## config.mk

```make
export PLATFORM = sky130hd
export DESIGN_NAME = serial_adder
export DESIGN_NICKNAME = d
export VERILOG_FILES = /design/src/rtl/serial_adder.sv
export SDC_FILE = /design/constraint.sdc
export NUM_CORES = 1
export LEC_CHECK = 0
export ABC_CLOCK_PERIOD_IN_PS = 2400
export CORE_UTILIZATION = 49
export CTS_CLUSTER_SIZE = 20
export DETAILED_ROUTE_END_ITERATION = 7
export GPL_TIMING_DRIVEN = 0
export PLACE_DENSITY = 0.77
export SLEW_MARGIN = 20
export SYNTH_ARGS = -nofsm -noshare
export SYNTH_HDL_FRONTEND = slang
export SYNTH_SLANG_ARGS = --single-unit
export TNS_END_PERCENT = 10
```

## constraint.sdc

```tcl
create_clock -name clk -period 2.4 [get_ports clk]
set_input_delay 0.24 -clock clk [delete_from_list [all_inputs] [get_ports clk]]
set_output_delay 0.24 -clock clk [all_outputs]
set_load 0.02 [all_outputs]
```

## src/rtl/serial_adder.sv

```systemverilog
// serial_adder: bit-serial WIDTH-bit adder, LSB first, one full-adder cell plus a carry flop.
// Latency: operands accepted at edge 0, out_valid rises after edge WIDTH; one add per WIDTH+2 cycles.
// Backpressure: in_ready only in IDLE; result held in DONE until out_ready. Optional SERIAL_ADDER_SUB_EN adds a-b.

// Single-bit half adder.
module serial_adder_ha (
  input  logic x,
  input  logic y,
  output logic s,
  output logic c
);
  assign s = x ^ y;
  assign c = x & y;
endmodule

// Single-bit full adder built from two half adders.
module serial_adder_fa (
  input  logic x,
  input  logic y,
  input  logic ci,
  output logic s,
  output logic co
);
  logic s0;
  logic c0;
  logic c1;

  serial_adder_ha u_ha0 (.x(x),  .y(y),  .s(s0), .c(c0));
  serial_adder_ha u_ha1 (.x(s0), .y(ci), .s(s),  .c(c1));

  // Generate and propagate carries can never both be set, so OR is exact.
  assign co = c0 | c1;
endmodule

module serial_adder #(
  parameter int WIDTH = 8
) (
  input  logic             clk,
  input  logic             rst_n,
  input  logic             in_valid,
  output logic             in_ready,
  input  logic [WIDTH-1:0] a,
  input  logic [WIDTH-1:0] b,
`ifdef SERIAL_ADDER_SUB_EN
  input  logic             sub,
`endif
  output logic             out_valid,
  input  logic             out_ready,
  output logic [WIDTH-1:0] sum,
  output logic             carry,
  output logic             busy
);
  localparam int CNT_W = $clog2(WIDTH + 1);
  localparam logic [CNT_W-1:0] LAST_BIT = CNT_W'(WIDTH - 1);

  typedef enum logic [1:0] {
    IDLE = 2'd0,
    RUN  = 2'd1,
    DONE = 2'd2
  } state_t;

  state_t           state;
  logic [WIDTH-1:0] a_q;
  logic [WIDTH-1:0] b_q;
  logic             c_q;
  logic [CNT_W-1:0] cnt;

  logic             s_bit;
  logic             c_nxt;
  logic [WIDTH-1:0] sum_shift;
  logic [WIDTH-1:0] b_load;
  logic             c_load;

  // Subtraction reuses the adder: a + ~b + 1, so the carry-in seeds the +1.
`ifdef SERIAL_ADDER_SUB_EN
  assign b_load = sub ? ~b : b;
  assign c_load = sub;
`else
  assign b_load = b;
  assign c_load = 1'b0;
`endif

  // The one arithmetic cell, fed from the LSBs of the operand shifters.
  serial_adder_fa u_fa (
    .x  (a_q[0]),
    .y  (b_q[0]),
    .ci (c_q),
    .s  (s_bit),
    .co (c_nxt)
  );

  // New sum bit enters at the MSB so after WIDTH shifts bit 0 sits at bit 0.
  always_comb begin
    sum_shift            = sum >> 1;
    sum_shift[WIDTH-1]   = s_bit;
  end

  // Operands are only taken while idle; no overlap between adds.
  assign in_ready = (state == IDLE);

  // Control FSM and datapath registers; outputs are registered alongside state.
  always_ff @(posedge clk or negedge rst_n) begin
    if (!rst_n) begin
      state     <= IDLE;
      a_q       <= '0;
      b_q       <= '0;
      c_q       <= 1'b0;
      cnt       <= '0;
      sum       <= '0;
      carry     <= 1'b0;
      out_valid <= 1'b0;
      busy      <= 1'b0;
    end else begin
      case (state)
        IDLE: begin
          if (in_valid) begin
            a_q   <= a;
            b_q   <= b_load;
            c_q   <= c_load;
            cnt   <= '0;
            busy  <= 1'b1;
            state <= RUN;
          end
        end
        RUN: begin
          a_q <= a_q >> 1;
          b_q <= b_q >> 1;
          c_q <= c_nxt;
          sum <= sum_shift;
          if (cnt == LAST_BIT) begin
            // Counter parks at WIDTH-1; it is reloaded on the next accept.
            carry     <= c_nxt;
            out_valid <= 1'b1;
            state     <= DONE;
          end else begin
            cnt <= cnt + CNT_W'(1);
          end
        end
        DONE: begin
          if (out_ready) begin
            out_valid <= 1'b0;
            busy      <= 1'b0;
            state     <= IDLE;
          end
        end
        default: begin
          out_valid <= 1'b0;
          busy      <= 1'b0;
          state     <= IDLE;
        end
      endcase
    end
  end
endmodule

```

==> key figures, run 1 <==
Status
  – Status: complete, no violations

Setup path
  – Critical Path RT: 2.16 ns
  – End of the worst register-to-register path: cnt[3]$_DFFE_PN0P_
  – CP max FO: 10
  – Critical setup path kind: reg2out
  – Startpoint types: flip-flop
  – Slowest stage delay, CP: 0.60 ns
  – Critical R2R Launch: cnt[0]$_DFFE_PN0P_
  – WP data arrival: 1.57 ns
  – Crit end category: output port
  – Reg2Reg Depth: 4
  – Worst setup path end: in_ready
  – Worst path buffer plus inverter count: 2
  – Crit-path leading delay family: buffers and inverters
  – Crit path from: state[0]$_DFFE_PN0P_
  – CP Depth: 3
  – CP Cell Sequence: buf_6 > nor2_1 > clkdlybuf4s50_1
  – CP max stage cell: clkdlybuf4s50_1
  – FF-to-FF setup slack: 0.91 ns

Clock network
  – TritonCTS Buffers: 5
  – Clock tree root buffer cell: clkbuf_4
  – Bufs on Longest Clock Path: 2
  – Clock latency on the worst-skew pair: 0.34 ns
  – CTS tree: built
  – Clk slew on worst S/H paths: 0.10 ns
  – # hold bufs at CTS: 1
  – Post-cts resize count: 0
  – CTS sink count: 34
  – Setup bufs post-CTS: 0
  – Htree depth: 2

Die
  – Chip width: 58.5 um
  – I/O Pins: 32
  – Core Box Area: 3050 um^2
  – Initial Utilization: 0.513
  – DIE AREA: 3420 um^2
  – Die height: 58.5 um
  – Row cnt: 20

Global route
  – Vias in the first global route: 1,230
  – Initial antenna violation count: 0
  – Overall Global Routing Usage: 0.216
  – GRT overflow: 0
  – Largest net degree at the start of global routing: 29
  – First-pass GRT wire length: 5400 um

Placement
  – GPL Wtd Cong: 0.790
  – Placed Cells: 224
  – # port buffers: 31
  – HPWL Detailed: 2240 um
  – Dpl ws: 0.763 ns
  – Placed cell areas: 1950 um^2

Logic synthesis
  – Synth cell types: 31
  – Async set-reset flop share out of synthesis: 1.00
  – Post-synthesis instance total: 148
  – Post-synth EDFFs: 0
  – Avg Inst Size Synth: 10.6 um^2
  – Synthesized area: 1570 um^2
  – YS warnings: 0
  – Sequential share of the synthesized area: 0.544
  – Synth Area in Compound Gates: 0.110
  – Post-Synth Simple-Gate Area: 0.168
  – XOR/XNOR Fraction of Synth Area: 0.00560
  – Largest family of logic cells by synthesized area: simple AND/OR/NAND/NOR gates
  – Seq cells post-synth: 34
  – Multiplexer share of the synthesized area: 0.0967
  – Syn nets: 170
  – Top FF cell, synth: dfrtp_1
  – Fraction of the mapped netlist area in adder cells: 0.0208

Routing
  – Initial DRC count: 61
  – Final ANT Viol Nets: 0
  – Total wire length: 3010 um
  – Vias per Instance: 5.08
  – Vias: 1,178
  – Pre-Repair DR Iteration Count: 4
  – # DRC: 0
  – Routed len/inst: 13.0 um

STA
  – Slew Limit Fails: 0
  – Worst slew pin tran: 0.439 ns
  – Tcrit/Tclk final: 0.753
  – Tmin final: 1.81 ns
  – RSZ-0062 raised after global routing: false
  – Fmax achieved: 554 MHz
  – Final hold vios: 0
  – Slack of the critical path: 0.594 ns
  – Worst slew margin: 0.707
  – WHS: 0.275 ns
  – Setup TNS: 0 ns
  – # setup viols final: 0
  – Clock skew: 0.00673 ns

Pwr
  – Tot Pwr: 2.62 mW
  – Psw: 1.04 mW
  – Cell Pwr Density: 1310 nW/um^2
  – Sw Ratio: 0.395
  – Int Pwr: 1.59 mW
  – Leakage power: 0.936 nW
  – Max VDD drop: 0.000552 V
  – Flop pwr share: 0.381
  – Logic pwr share: 0.509
  – Clock network power share: 0.110

Final layout
  – Layout area overhead: 27.8%
  – Non-filler cells, final: 232
  – Ant. Diodes: 0
  – Share of cells above drive strength 1: 0.106
  – Final net count: 210
  – FILL cells: 285
  – Fin area: 2000 um^2
  – Fin util: 0.655

Hold path
  – Worst hold path class: in2async

Job
  – Max-Cap Viols: 0
[final cells by class]
class	count	area, um^2	share of cell area
Sequential cell	34	851	0.425
Multi-Input combinational cell	102	627	0.313
Timing Repair Buffer	33	335	0.168
Buffer	9	76.3	0.0381
Tap cell	44	55.1	0.0275
Clock buffer	7	45.0	0.0225
Inverter	3	11.3	0.00563
[synth_stat cells (2+ instances only)]
cell | instances | area (um^2)
a21oi_1 | 2 | 10.0
a22o_1 | 4 | 35.0
buf_2 | 3 | 15.0
buf_6 | 3 | 33.8
clkbuf_1 | 2 | 7.51
dfrtp_1 | 34 | 851
inv_1 | 3 | 11.3
mux2i_1 | 14 | 140
nand2_1 | 41 | 154
nand3_1 | 6 | 30.0
nor2_1 | 2 | 7.51
o21ai_0 | 15 | 75.1
[sequential cells by signal, summed over array words and instances (netlist names)]
name / flops
a_q: 8
b_q: 8
sum: 8
cnt: 4
state: 2
busy: 1
c_q: 1
carry: 1
out_valid: 1
[cell usage in the layout, fill, tap and decap left out]
cell type / netlist / routed
o22ai_1: 1 / 1
nand3_1: 6 / 6
nor2b_4: 1 / 1
nand3b_1: 1 / 1
buf_12: 1 / 2
fa_1: 1 / 1
o21ai_1: 1 / 1
o21ai_0: 15 / 15
o31ai_1: 1 / 1
buf_6: 3 / 3
or4_1: 1 / 1
nand2b_4: 1 / 1
and3b_4: 1 / 1
xor2_1: 1 / 1
nor2_1: 2 / 2
o211ai_1: 1 / 1
or3b_2: 1 / 1
inv_1: 3 / 3
nor3b_1: 1 / 1
nand2_1: 41 / 41
o21ai_2: 1 / 1
a21oi_1: 2 / 2
mux2i_1: 14 / 14
clkbuf_1: 2 / 4
clkbuf_4: 0 / 5
mux2_2: 1 / 1
clkdlybuf4s50_1: 0 / 30
ha_1: 1 / 1
a22o_1: 4 / 4
dfrtp_1: 34 / 34
o21bai_1: 1 / 1
buf_2: 3 / 4
a2bb2oi_1: 1 / 1
dlygate4sd3_1: 0 / 1
[worst register-to-register path: cells and delay by family (launching register included)]
| kind | cells | cell delay (ns) |
|---|---|---|
| adder cells (fa/ha/maj) | 1 | 0.24 |
| flip-flops | 1 | 0.41 |
| AND/OR/NAND/NOR | 3 | 0.78 |
[power by group through the flow]
stage,Sequential [mW],Clock [mW],Combinational (mW)
2_1_floorplan,1.07,0,0.854
3_3_place_gp,0.991,0,1.29
3_5_place_dp,1.01,0,1.35
4_1_cts,1.00,0.297,1.36
5_1_grt,1.03,0.323,1.50
6_report,0.998,0.289,1.34
[layer usage]
layer | GRT usage | routed length (um)
met1 | 0.258 | 1290
met2 | 0.361 | 1530
met3 | 0.0681 | 141
met4 | 0.0918 | 55
met5 | 0 | 0
[worst min-delay path by stage]
stage	startpoint	slack, ns	end
4_1_cts	rst_n	0.26	b_q[1]$_DFFE_PN0P_
2_1_floorplan	rst_n	-0.06	a_q[0]$_DFFE_PN0P_
6_report	rst_n	0.27	b_q[1]$_DFFE_PN0P_
5_1_grt	rst_n	0.28	b_q[1]$_DFFE_PN0P_
3_5_place_dp	rst_n	0.1	b_q[1]$_DFFE_PN0P_
3_3_place_gp	sum[0]$_DFFE_PN0P_	0.46	sum[0]$_DFFE_PN0P_
[kinds of logic after synthesis]
family,Yosys count
simple gates,56
flops,34
xor+xnor,1
mux,15
compound gates,28
buf+inv,12
fa+ha+maj,2
(Power assumes the default switching activity.)
==> run 2, diff against run 1 <==
Settings changed: ABC_CLOCK_PERIOD_IN_PS 2400 to 1670.
Clock period 2.4 ns to 1.67 ns, I/O delays scaled along.
==> run 2 against run 1 <==
Against the previous run: cell area is essentially flat; total power grew 43%; clock-buffer cell count unchanged; combinational power up 43%; sequential share of layout area barely moved; cell count unchanged; clock power increased by 44%; via count did not move; first-iteration DRC count is the same; non-clock buffer count unchanged; global-route usage unchanged; critical endpoint is now sum[7]; largest cell class unchanged.
==> key figures, run 2 (synthesized netlist as in run 1, its figures left out) <==
Die
  – Chip width: 58.5 um (unchanged)
  – Core Box Area: 3050 um^2 (unchanged)
  – DIE AREA: 3420 um^2 (unchanged)
  – I/O Pins: 32 (unchanged)
  – Initial Utilization: 0.513 (unchanged)
  – Row cnt: 20 (unchanged)
  – Die height: 58.5 um (unchanged)

Routing
  – Top Metal Used: met4
  – Pre-Repair DR Iteration Count: 4 (unchanged)
  – Vias: 1,178 (unchanged)
  – Initial DRC count: 61 (unchanged)
  – Met1 WL: 1290 um (about the same)
  – Total wire length: 3010 um (unchanged)
  – Routed wire length on met2: 1530 um (unchanged)
  – Routed len/inst: 13.0 um (unchanged)
  – Final ANT Viol Nets: 0 (unchanged)
  – Vias per Instance: 5.08 (unchanged)
  – Met3 wire len: 141 um (unchanged)
  – # DRC: 0 (unchanged)

Placement
  – GPL Wtd Cong: 0.790 (unchanged)
  – Placed Cells: 224 (unchanged)
  – Placed cell areas: 1950 um^2 (unchanged)
  – Dpl ws: 0.106 ns (-0.657 ns)
  – HPWL Detailed: 2240 um (unchanged)
  – # port buffers: 31 (unchanged)

Final layout
  – Most frequent cells in the layout: nand2_1 (41), dfrtp_1 (34), clkdlybuf4s50_1 (29)
  – Ant. Diodes: 0 (unchanged)
  – Fin area: 2000 um^2 (about the same)
  – Final net count: 210 (unchanged)
  – Layout area overhead: 27.7% (about the same)
  – Largest registers: a_q: 8 flops, b_q: 8 flops, sum: 8 flops
  – Share of cells above drive strength 1: 0.106 (unchanged)
  – FILL cells: 286 (+0.35%)
  – Register Area: 851 um^2 (unchanged)
  – Area of the multi-input gates: 627 um^2 (unchanged)
  – Most common cell after layout, fill and taps aside: nand2_1
  – Non-filler cells, final: 232 (unchanged)

Setup path
  – CP Depth: 1 (-2)
  – CP max stage cell: clkdlybuf4s50_1
  – Slowest stage delay, CP: 0.61 ns (about the same)
  – Critical R2R Launch: cnt[0]$_DFFE_PN0P_
  – End of the worst register-to-register path: cnt[3]$_DFFE_PN0P_
  – FF-to-FF setup slack: 0.18 ns (-0.73 ns)
  – Crit-path leading delay family: buffers and inverters
  – Reg2Reg Depth: 4 (unchanged)
  – Critical Path RT: 1.50 ns (-0.66 ns)
  – WP data arrival: 1.34 ns (-0.23 ns)
  – Startpoint types: flip-flop
  – Crit end category: output port
  – CP max FO: 3 (-7)
  – CP Cell Sequence: clkdlybuf4s50_1
  – Critical setup path kind: reg2out
  – Worst path buffer plus inverter count: 1 (-1)

STA
  – Worst slew margin: 0.707 (unchanged)
  – Clock skew: 0.00673 ns (unchanged)
  – Tcrit/Tclk final: 0.901
  – Fmax achieved: 665 MHz
  – Worst slew pin tran: 0.439 ns (unchanged)
  – Slack of the critical path: 0.166 ns (-0.428 ns)
  – Tmin final: 1.50 ns
  – # setup viols final: 0 (unchanged)
  – Slew Limit Fails: 0 (unchanged)
  – RSZ-0062 raised after global routing: false
  – Final hold vios: 0 (unchanged)

Status
  – Status: complete, no violations

Pwr
  – Logic pwr share: 0.508 (about the same)
  – Max VDD drop: 0.000794 V (+44%)
  – Psw: 1.49 mW (+44%)
  – Int Pwr: 2.27 mW (+43%)
  – Cell Pwr Density: 1880 nW/um^2 (+43%)
  – Clock network power share: 0.111 (about the same)
  – Flop pwr share: 0.382 (about the same)
  – Leakage power: 0.938 nW (+0.26%)
  – Sw Ratio: 0.396 (+0.000915)
  – Tot Pwr: 3.76 mW (+43%)

Global route
  – GRT overflow: 0 (unchanged)
  – Overall Global Routing Usage: 0.216 (unchanged)
  – Largest net degree at the start of global routing: 29 (unchanged)
  – First-pass GRT wire length: 5400 um (unchanged)
  – Vias in the first global route: 1,230 (unchanged)
  – Initial antenna violation count: 0 (unchanged)

Clock network
  – Clk slew on worst S/H paths: 0.09 ns (about the same)
  – Bufs on Longest Clock Path: 2 (unchanged)
  – Clock tree root buffer cell: clkbuf_4
  – TritonCTS Buffers: 5 (unchanged)
  – Clock latency on the worst-skew pair: 0.34 ns (about the same)
  – Htree depth: 2 (unchanged)
  – CTS sink count: 34 (unchanged)
  – CTS tree: built
  – Setup bufs post-CTS: 0 (unchanged)

Job
  – Max-Cap Viols: 0 (unchanged)

Hold path
  – Worst hold path class: in2async
-- run 2: cell types whose count changed in the layout (fill, tap and decap cells not counted) --
cell | previous run | this run
clkdlybuf4s50_1 | 30 | 29
dlygate4sd2_1 | 0 | 1
-- run 2: worst max-delay path by stage --
stage	from	to	slack [ns]
after floorplan	cnt[0]$_DFFE_PN0P_	cnt[3]$_DFFE_PN0P_	0.27
after CTS	sum[5]$_DFFE_PN0P_	sum[5]	0.15
after global routing	sum[4]$_DFFE_PN0P_	sum[4]	0.10
after detailed placement	in_valid	cnt[2]$_DFFE_PN0P_	0.11
final	sum[7]$_DFFE_PN0P_	sum[7]	0.17
after global placement	rst_n	a_q[7]$_DFFE_PN0P_	-0.22
-- run 2: power groups by stage --
stage	logic, mW	clock network (mW)	registers [mW]
after detailed placement	1.94	0	1.45
after global placement	1.86	0	1.42
after CTS	1.94	0.427	1.44
after global routing	2.14	0.465	1.48
after floorplan	1.23	0	1.54
final	1.91	0.416	1.43
-- run 2: per-layer routing --
metal  vias up  GRT usage
met5         -          0
met4         0     0.0918
met3         5     0.0681
met2        27      0.361
met1       568      0.258
li1        578          -
-- run 2: what timing repair did --
action	4_1_cts	5_1_grt
resized for setup	1	0
endpoints found under the setup margin	1	0
hold buffers	1	0
endpoints found under the hold margin	34	0
-- run 2: final cells by class --
type / instances / share of cell area
flip-flops and latches: 34 / 0.426
well taps: 44 / 0.0275
clock buffers: 7 / 0.0225
multi-input cells: 102 / 0.314
inverters: 3 / 0.00563
repair buffers: 33 / 0.167
plain buffers: 9 / 0.0382
-- run 2: metrics by stage --
step / TNS, ns / util / hold slack (ns)
after floorplan: 0 / - / -0.129
after global placement: -7.38 / 0.632 / 0.461
after detailed placement: 0 / 0.637 / 0.0224
after CTS: 0 / 0.655 / 0.186
after global routing: 0 / 0.655 / 0.208
final: 0 / 0.655 / 0.202
==> run 3, diff against run 2 <==
Settings changed: ABC_AREA set to 1, ABC_CLOCK_PERIOD_IN_PS 1670 to not set.
==> run 3 against run 2 <==
Against the previous run: cell area is 2.0% higher; clock power grew 14%; via count grew 12%; register-to-register slack better by 0.17 ns; synthesized cell count rose by 37%; die area is 0.92% higher; wire length decreased by 2.0%; cell count increased by 24%; highest routed layer unchanged.
==> key figures, run 3 <==
Setup path
  – Critical setup path kind: reg2out
  – WP data arrival: 1.34 ns (about the same)
  – Crit-path leading delay family: flip-flops
  – Critical Path RT: 1.50 ns (about the same)
  – FF-to-FF setup slack: 0.35 ns (+0.17 ns)
  – CP Cell Sequence: nor2_2 > dlygate4sd2_1
  – Slowest stage delay, CP: 0.46 ns (-0.15 ns)
  – CP max FO: 4 (+1)
  – Startpoint types: flip-flop
  – CP max stage cell: dfrtp_1
  – Worst path buffer plus inverter count: 1 (unchanged)
  – Crit end category: output port

Logic synthesis
  – Most frequent cell after synthesis: nand2_1
  – Post-synthesis instance total: 203 (+37%)
  – Synthesized area: 1580 um^2 (+0.96%)
  – Post-synth EDFFs: 0 (unchanged)
  – Sequential share of the synthesized area: 0.538 (-0.00516)
  – Post-synth top area cell: dfrtp_1
  – Avg Inst Size Synth: 7.78 um^2 (-26%)
  – Synth top area share: 0.538 (-0.00516)
  – Async set-reset flop share out of synthesis: 1.00 (unchanged)
  – YS warnings: 0 (unchanged)
  – Synth cell types: 17 (-45%)
  – Dominant cells by area after synthesis: dfrtp_1 (54%), nand2_1 (29%), nand3_1 (3.2%), o21ai_0 (2.9%), buf_4 (2.4%)
  – Synth top cells by count: nand2_1 (121), dfrtp_1 (34), nand3_1 (10), inv_1 (9), o21ai_0 (9)
  – Seq cells post-synth: 34 (unchanged)
  – Syn nets: 225 (+32%)
  – Top FF cell, synth: dfrtp_1

Pwr
  – Leakage power: 1.09 nW (+16%)
  – Cell Pwr Density: 1790 nW/um^2 (-5.1%)
  – Tot Pwr: 3.64 mW (-3.2%)
  – Max VDD drop: 0.00114 V (+43%)

Clock network
  – Clk slew on worst S/H paths: 0.10 ns (about the same)
  – CTS tree: built
  – Setup bufs post-CTS: 0 (unchanged)
  – Clock latency on the worst-skew pair: 0.34 ns (about the same)
  – Htree depth: 2 (unchanged)
  – Clock tree root buffer cell: clkbuf_4
  – CTS sink count: 34 (unchanged)
  – TritonCTS Buffers: 5 (unchanged)
  – Bufs on Longest Clock Path: 2 (unchanged)

Final layout
  – Layout area overhead: 29.1%
  – Most frequent cells in the layout: nand2_1 (121), dfrtp_1 (34), clkdlybuf4s50_1 (29)
  – Most common cell after layout, fill and taps aside: nand2_1
  – Largest registers: a_q: 8 flops, b_q: 8 flops, sum: 8 flops
  – Ant. Diodes: 0 (unchanged)
  – Final net count: 265 (+26%)
  – Share of cells above drive strength 1: 0.0902 (-0.0162)
  – FILL cells: 267 (-6.6%)
  – Fin area: 2040 um^2 (+2.0%)

Status
  – Status: complete, no violations

STA
  – Slew Limit Fails: 0 (unchanged)
  – Clock skew: 0.00690 ns (+0.000169 ns)
  – Fmax achieved: 662 MHz (-0.44%)
  – Tmin final: 1.51 ns (+0.00669 ns)
  – Setup TNS: 0 ns (unchanged)
  – Worst slew pin tran: 0.393 ns (-0.0456 ns)
  – Worst slew margin: 0.738 (+0.0310)
  – # setup viols final: 0 (unchanged)
  – RSZ-0062 raised after global routing: false
  – Tcrit/Tclk final: 0.905 (+0.00401)
  – Final hold vios: 0 (unchanged)

Placement
  – HPWL Detailed: 2080 um (-7.3%)
  – GPL Wtd Cong: 0.756 (-4.3%)
  – Placed cell areas: 1970 um^2 (+1.2%)
  – # port buffers: 31 (unchanged)

Job
  – Max-Cap Viols: 0 (unchanged)

Global route
  – First-pass GRT wire length: 5220 um (-3.2%)
  – Vias in the first global route: 1,187 (-3.5%)
  – GRT overflow: 0 (unchanged)
  – Largest net degree at the start of global routing: 21 (-28%)
  – Overall Global Routing Usage: 0.207 (-0.00922)
  – Initial antenna violation count: 0 (unchanged)

Routing
  – Initial DRC count: 94 (+54%)
  – Routed len/inst: 10.2 um (-21%)
  – Final ANT Viol Nets: 0 (unchanged)
  – Vias: 1,322 (+12%)
  – Pre-Repair DR Iteration Count: 4 (unchanged)
  – Total wire length: 2950 um (-2.0%)
  – Vias per Instance: 4.59 (-9.6%)
  – # DRC: 0 (unchanged)

Die
  – Core Box Area: 3050 um^2 (unchanged)
  – DIE AREA: 3460 um^2 (+0.92%)
  – Die height: 58.8 um (+0.46%)
  – Row cnt: 20 (unchanged)
  – Chip width: 58.8 um (+0.46%)
  – Initial Utilization: 0.518 (+0.00492)
  – I/O Pins: 32 (unchanged)

Hold path
  – Worst hold path class: in2async
-- run 3: changes by cell type after synthesis, moves of 2 or more --
cell	previous run	this run
a22o_1	4	0
nand2_1	41	121
nand3_1	6	10
buf_6	3	1
inv_2	0	3
buf_4	0	5
o21ai_0	15	9
inv_1	3	9
clkbuf_1	2	0
mux2i_1	14	0
buf_2	3	0
-- run 3: worst register-to-register path: stages, from the launching register on --
cell     delay [ns]
dfrtp_1        0.45
o21ai_2        0.38
inv_2          0.12
buf_6          0.16
nand2_1        0.06
nand2_1        0.05
-- run 3: cell type report --
cell class | instances | area, um^2 | share of cell area
buffer | 6 | 48.8 | 0.0239
clock buffer | 7 | 55.1 | 0.0270
clock inverter | 1 | 5.00 | 0.00245
inverter | 13 | 48.8 | 0.0239
multi-input combinational | 150 | 634 | 0.311
sequential | 34 | 851 | 0.417
tap | 44 | 55.1 | 0.0270
timing repair buffer | 33 | 342 | 0.167
-- run 3: worst paths after layout --
kind,end,startpoint,depth (start not counted)
max,in_ready,state[1]$_DFFE_PN0P_,2
min,b_q[5]$_DFFE_PN0P_,rst_n,2
max reg2reg,a_q[0]$_DFFE_PN0P_,state[0]$_DFFE_PN0P_,5
min reg2reg,busy$_DFFE_PN0P_,busy$_DFFE_PN0P_,2
max in group asynchronous,cnt[1]$_DFFE_PN0P_,rst_n,3
min in group clk,b_q[7]$_DFFE_PN0P_,b[7],3
-- run 3: timing repair --
action | in CTS | in global routing
hold buffers | 1 | 0
gates resized for setup | 1 | 1
hold endpoints to repair | 14 | 0
endpoints found under the setup margin | 1 | 1
-- run 3: kinds of logic (layout without fill, tap and decap cells) --
family | Yosys count | after routing | synth area share
AND/OR/NAND/NOR | 136 | 136 | 0.339
flip-flops | 34 | 34 | 0.538
buffers and inverters | 19 | 60 | 0.0618
AO/OA/AOI/OAI | 12 | 12 | 0.0404
adder cells (fa/ha/maj) | 2 | 2 | 0.0206
-- run 3: metal layers --
metal | part of all wire | up-vias | track usage | wire length [um]
li1 | - | 698 | - | -
met1 | 0.50 | 589 | 0.282 | 1470
met2 | 0.44 | 30 | 0.308 | 1310
met3 | 0.036 | 5 | 0.0462 | 107
met4 | 0.019 | 0 | 0.112 | 57
met5 | 0 | - | 0 | 0
-- run 3: through the flow --
stage	setup WS (ns)	utilization	instances	hold slack, ns
after floorplan	0.360	-	203	-0.129
final	0.159	0.668	288	0.273
after detailed placement	0.108	0.645	279	0.107
after global routing	0.0698	0.668	288	0.293
after global placement	-0.268	0.637	278	0.461
after CTS	0.0758	0.667	288	0.261
-- run 3: power by group --
| part | switching (mW) | internal, mW | leakage, nW |
|---|---|---|---|
| registers | 0.244 | 1.18 | 0.431 |
| clock network | 0.271 | 0.204 | 0.0353 |
| logic | 1.01 | 0.729 | 0.620 |
